===== src/rtl/uart_rx.sv =====
// 8N1 UART receiver: two-flop input synchroniser, mid-bit sampling FSM,
// one-cycle valid / framing-error strobes.
module uart_rx #(
    parameter int CLKS_PER_BIT = 521
) (
    input  logic       rx_clk,
    input  logic       rx_rst,
    input  logic       rx_in,
    output logic [7:0] rx_out,
    output logic       rx_valid,
    output logic       rx_frame_err,
    output logic       rx_busy
);
    // state     | meaning
    // WAIT_HIGH | line must be seen high before a start can be accepted
    // IDLE      | armed, waiting for a falling edge on the synchronised line
    // START     | counting to the middle of the start bit to confirm it
    // DATA      | sampling 8 data bits, LSB first, at each bit centre
    // STOP      | sampling the stop bit, then strobe valid or framing error
    typedef enum logic [2:0] {WAIT_HIGH, IDLE, START, DATA, STOP} state_t;

    localparam int CW = $clog2(CLKS_PER_BIT);
    localparam logic [CW-1:0] HALF   = CW'((CLKS_PER_BIT - 1) / 2);
    localparam logic [CW-1:0] LAST   = CW'(CLKS_PER_BIT - 1);
    localparam logic [CW-1:0] SETTLE = CW'(2);

    state_t        state;
    logic          s_meta;
    logic          s;
    logic [CW-1:0] cnt;
    logic [2:0]    bit_idx;
    logic [7:0]    shift;

    always_ff @(posedge rx_clk) begin
        if (rx_rst) begin
            state        <= WAIT_HIGH;
            s_meta       <= 1'b1;
            s            <= 1'b1;
            cnt          <= '0;
            bit_idx      <= '0;
            shift        <= '0;
            rx_out       <= 8'h00;
            rx_valid     <= 1'b0;
            rx_frame_err <= 1'b0;
            rx_busy      <= 1'b0;
        end else begin
            s_meta       <= rx_in;
            s            <= s_meta;
            rx_valid     <= 1'b0;
            rx_frame_err <= 1'b0;

            case (state)
                // The synchroniser leaves reset holding ones, so demand three
                // consecutive highs; otherwise a line stuck low at reset release
                // would look idle for two cycles and cause a false start.
                WAIT_HIGH: begin
                    if (!s) begin
                        cnt <= '0;
                    end else if (cnt == SETTLE) begin
                        cnt   <= '0;
                        state <= IDLE;
                    end else begin
                        cnt <= cnt + CW'(1);
                    end
                end

                IDLE: begin
                    cnt     <= '0;
                    bit_idx <= '0;
                    if (!s) begin
                        state   <= START;
                        rx_busy <= 1'b1;
                    end
                end

                START: begin
                    if (cnt == HALF) begin
                        cnt <= '0;
                        if (!s) begin
                            state <= DATA;
                        end else begin
                            state   <= IDLE;
                            rx_busy <= 1'b0;
                        end
                    end else begin
                        cnt <= cnt + CW'(1);
                    end
                end

                DATA: begin
                    if (cnt == LAST) begin
                        cnt            <= '0;
                        shift[bit_idx] <= s;
                        bit_idx        <= bit_idx + 3'd1;
                        if (bit_idx == 3'd7) begin
                            state <= STOP;
                        end
                    end else begin
                        cnt <= cnt + CW'(1);
                    end
                end

                // Re-arming right at the stop sample point lets a following
                // start bit be caught with no idle gap between frames.
                STOP: begin
                    if (cnt == LAST) begin
                        cnt     <= '0;
                        rx_busy <= 1'b0;
                        if (s) begin
                            rx_out   <= shift;
                            rx_valid <= 1'b1;
                            state    <= IDLE;
                        end else begin
                            rx_frame_err <= 1'b1;
                            state        <= WAIT_HIGH;
                        end
                    end else begin
                        cnt <= cnt + CW'(1);
                    end
                end

                default: begin
                    state   <= WAIT_HIGH;
                    rx_busy <= 1'b0;
                end
            endcase
        end
    end
endmodule


===== config.mk =====
export PLATFORM = sky130hd
export DESIGN_NAME = uart_rx
export DESIGN_NICKNAME = d
export VERILOG_FILES = /design/src/rtl/uart_rx.sv
export SDC_FILE = /design/constraint.sdc
export NUM_CORES = 1
export LEC_CHECK = 0
export CAP_MARGIN = 0
export CORE_MARGIN = 2
export CORE_UTILIZATION = 52
export DETAILED_ROUTE_END_ITERATION = 10
export PLACE_DENSITY = 0.73
export SYNTH_ARGS = -nofsm -noshare
export SYNTH_HDL_FRONTEND = slang
export SYNTH_SLANG_ARGS = --single-unit

===== constraint.sdc =====
create_clock -name rx_clk -period 1.75 [get_ports rx_clk]
set_input_delay 0.175 -clock rx_clk [delete_from_list [all_inputs] [get_ports rx_clk]]
set_output_delay 0.175 -clock rx_clk [all_outputs]
set_load 0.005 [all_outputs]

Word-level counts from Yosys, hierarchy flattened:

Cells that the tools add are included.

* input bits: 3
* output and inout bits: 11
* register bits: 37

* magnitude comparators: 2
* add/subtract/negate cells: 2
* eq/ne operators: 16
* bitwise logic cells: 3
* multiplexer cells: 27
* reduce and logical (&&, ||, !) cells: 12

Operators by type and width (count)
* $mux 10: 4
* $pmux 10 s4: 1
* $mux 3: 8
* $ne 2x2->1 const B: 8
* $pmux 3 s5: 1
* $add 10x1->10 const B: 1
* $eq 10x10->1 const B: 1
* $eq 10x2->1 const B: 1
* $eq 10x9->1 const B: 1
* $bwmux 8: 1
* $mux 1: 8
* $reduce_and 7->1: 1
* $eq 3x2->1 const B: 2
* $eq 3x3->1 const B: 2
* $pmux 3 s2: 1
* $reduce_and 5->1: 1
* $lt 3x4->1 const B: 1
* $pmux 1 s4: 1
* $reduce_and 2->1: 2
* $reduce_bool 4->1: 1
* $reduce_or 2->1: 2
* $add 3x1->3 const B: 1
* $demux 1 s3: 1
* $eq 3x1->1 const B: 1
* 8 further kinds: 10

Logic depth before layout (Yosys ltp):

* word-level depth: 5
* mapped depth: 7
* depth with buffers taken out: 6

Worst setup path after synthesis:

OpenSTA, ideal clock, no wires.

* path kind: reg-to-reg
* start: register cnt[4]
* end: register shift[4]
* arrival: 1.712 ns
* library setup time: 0.128 ns
* cell stages (with the launch flop): 6
* buffers on the path: 0
* path slack: -0.089 ns
* required time: 1.622 ns
* path through: dfxtp_1 nor4_4 nand4_1 nor4b_2 mux2i_1 nor2_1

* longest elaborated chain between the ends: 2

RTL lines
* start, declared: RTL line 30 `logic [CW-1:0] cnt;`
* start signal, assigned: RTL line 63 `cnt <= cnt + CW'(1);`
* start signal, assigned: RTL line 86 `cnt <= cnt + CW'(1);`
* start signal, assigned: RTL line 99 `cnt <= cnt + CW'(1);`
* $eq 10x10->1: RTL line 91 `if (cnt == LAST) begin`
* $reduce_and 2->1 (no line)
* end signal, assigned by index: RTL line 93 `shift[bit_idx] <= s;`
* end, declared: RTL line 32 `logic [7:0] shift;`

No other way between the ends.
A chain may end at the register's enable or synchronous reset.

Worst setup path after layout:

* start: register cnt[7]
* end: register state[1]

* longest elaborated chain between the ends: 3
* elaborated cells on any way between the ends: 8
* classes of those cells: eq/ne (7); reduce/logical (1)

RTL lines
* $eq 10x10->1 (tied with other cells): RTL line 91, 106
* $ne 2x2->1 (no line)
* $reduce_and 7->1 (no line) *
* end signal, assigned: RTL line 96 `state <= STOP;`
* end signal, assigned: RTL line 112 `state <= IDLE;`
* end signal, assigned: RTL line 115 `state <= WAIT_HIGH;`
* end, declared: RTL line 27 `state_t state;`

Every way passes the cells marked *; elsewhere a longest branch is shown, timed or not.

==> out/results.ini <==
[timing]
fin_crit_sh_pct=98.6
hold_violations=0
clock.fmax_ghz=0.579
max_slew_margin_pct=66.0
finalSetupViolCount=0
tightest_slew_ns=0.509
finalSetupTns_ns=0
maxSlewViolCount=0
finalClockSkew_ns=0.0140
min_period_ns=1.73
fin_ws_ns=0.0238
rsz0062_at_grt=yes

[synthesis]
synth_cell_type_count=44
synthesis.area_mm2=0.00185
ys_ff_latch=37
synth_edf_count=0
avgSynthCellArea_um2=8.95
syn_nets=215
synth_top_area_cell=dfxtp_1
synth_area_leaders=dfxtp_1 40%, mux2i_1 9.2%, nor2_1 6.9%, ha_1 3.4%, nand3_1 3.2%
synthCells=207
yosysWarnings=0
synthFlopType=dfxtp_1
synth_top_area_share_pct=40.0
ys_seq_area_share_pct=40.0
synth-async-reset-ratio_pct=0

[cts]
numCtsBuffers=5
path_clk_slew_ns=0.10
root_buffer=clkbuf_4
clkSinkCount=37
clk_path_buf_depth=2
cts.hold.buffers_added=0
cts_tree=built
htreeDepth=2
clock_latency_ns=0.35

[floorplan]
die_h_um=63.7
die_x_um=63.7
design.core.area_mm2=0.00339
initial_core_util_pct=54.6
rows=21
pin_count=14
dieArea_mm2=0.00405

[finish]
regArea_um2=749
diodes=0
most-common-layout-cells=34 x nor2_1, 30 x dfxtp_1, 27 x buf_4
fillers=261
layout_commonest_cell=nor2_1
layout-area-overhead-vs-synth_pct=29.3
drive_above_1_share_pct=26.7
fin_nets=250
multi_input_area_mm2=0.00112
final_cell_count_no_fill=289

[power]
ir_worst_vdd_uv=797
power_density_mw_per_mm2=1070
p_leak_uw=0.000964
p_total_uw=2560

[critical_path]
cp_slowest_cell=nor4_4
worstPathRequired_ns=2.00
worstReg2RegStart=cnt[7]
cp.arrival_ns=1.97
cp.depth=6
worstSetupStartpoint=cnt[7]
rrSetupSlack_ns=0.02
cp.buffers_inverters=1
end_kind=flop
critPathLaunchType=flop
worstPathMaxFanout=9
rr_endpoint=state[1]
r2r_cells=6
cp-endpoint=state[1]
cpPeakStageDelay_ns=0.39
path_cells=nor4_4 > buf_6 > a22oi_2 > nor4_4 > a21oi_1 > a311oi_1
crit_top_cell=nor4_4
cp_top_family=simple AND/OR/NAND/NOR gates
worstSetupPathType=flop to flop

[drt]
routed_wirelength_um=4380
drt_iter0_markers=84
drc=0
first_pass_iters=4
via_count=1675
viasPerCell=5.80
post_drt_wl_per_cell_um=15.2
detail-route-antenna-nets=0

[global_routing]
grt_overflow_total=0
grt_pass1_wl_um=7000
antenna_found_initial=0
gr-usage-all-layers_pct=22.0
grt_pass1_vias=1594
grt_max_degree=21

[placement]
dp_cells=280
port_buffers=13
dp_worst_setup_slack_ns=-0.0393
finalWeightedCongestion=0.893
dp_hpwl_um=3010

[worst_hold_path]
worstHoldPathType=primary input to flop

[run_status]
status=complete, no violations

[flow_run]
maxCapViolations=0

==> per-layer routing <==
layer	global-route usage [%]	part of all wire, %
met5	0	0
met4	8.15	1.8
met3	5.71	5.1
met2	37.4	51
met1	26.5	42
==> sequential cells by signal, indices dropped and copies added (netlist names) <==
signal	count
s_meta	1
rx_out	8
cnt	10
s	1
rx_valid	1
shift	8
bit_idx	3
rx_busy	1
state	3
rx_frame_err	1
==> kinds of logic after synthesis <==
kind of cell               synth area share (%)
and+or+nand+nor                            30.5
DFF                                        40.0
AOI/OAI and AO/OA                          9.33
buffers and inverters                      4.26
muxes                                      9.19
xor gates and xnor gates                   3.31
adders and majority gates                  3.38
==> synth_stat cells (all sizes together), types with 3 or more instances <==
cell type and instances:
a21oi 8, a41oi 3, and4 3, buf 4
clkbuf 11, dfxtp 37, ha 5, inv 5
mux2i 17, nand2 7, nand2b 5, nand3 12
nand4 7, nor2 34, nor4 6, nor4b 3
o21ai 3, xnor2 3, xor2 4
==> repair_timing <==
action | 4_1_cts | 5_1_grt
pin swaps | 2 | 3
gates resized for setup | 6 | 17
endpoints found under the hold margin | 0 | 0
setup endpoints to repair | 11 | 23
buffers inserted | 0 | 1
==> worst min-delay path by stage <==
| stage | start | to | slack [ns] | cells after the start |
|---|---|---|---|---|
| global route | rx_in | s_meta | 0.39 | 2 |
| finish | rx_in | s_meta | 0.38 | 2 |
| detailed placement | s_meta | s | 0.40 | 1 |
| global placement | s_meta | s | 0.40 | 1 |
| CTS | rx_in | s_meta | 0.38 | 2 |
| floorplan | rx_in | s_meta | 0.28 | 1 |
==> report_power, final <==
part           internal (uW)  total, uW  leakage (uW)  switching (uW)
sequential               905        982      0.000302            76.6
clock                    341        624     0.0000455             283
combinational            440        950      0.000616             510
==> area by class of cell <==
cell class,instances,area share [%]
Clock buffer,7,2.30
Sequential cell,37,31.3
Multi-Input combinational cell,150,46.6
Timing Repair Buffer,43,15.3
Clock inverter,1,1.25
Inverter,5,0.784
Tap cell,46,2.40
==> metrics by stage <==
step                      utilization [%]  hold WS [ns]  instance area, um2
after floorplan                         -         0.279                1860
after global placement               65.0         0.401                2200
after detailed placement             65.0         0.395                2200
after CTS                            68.3         0.376                2310
after global routing                 70.6         0.394                2390
final                                70.6         0.385                2390
Power figures use the tool's default switching activity.
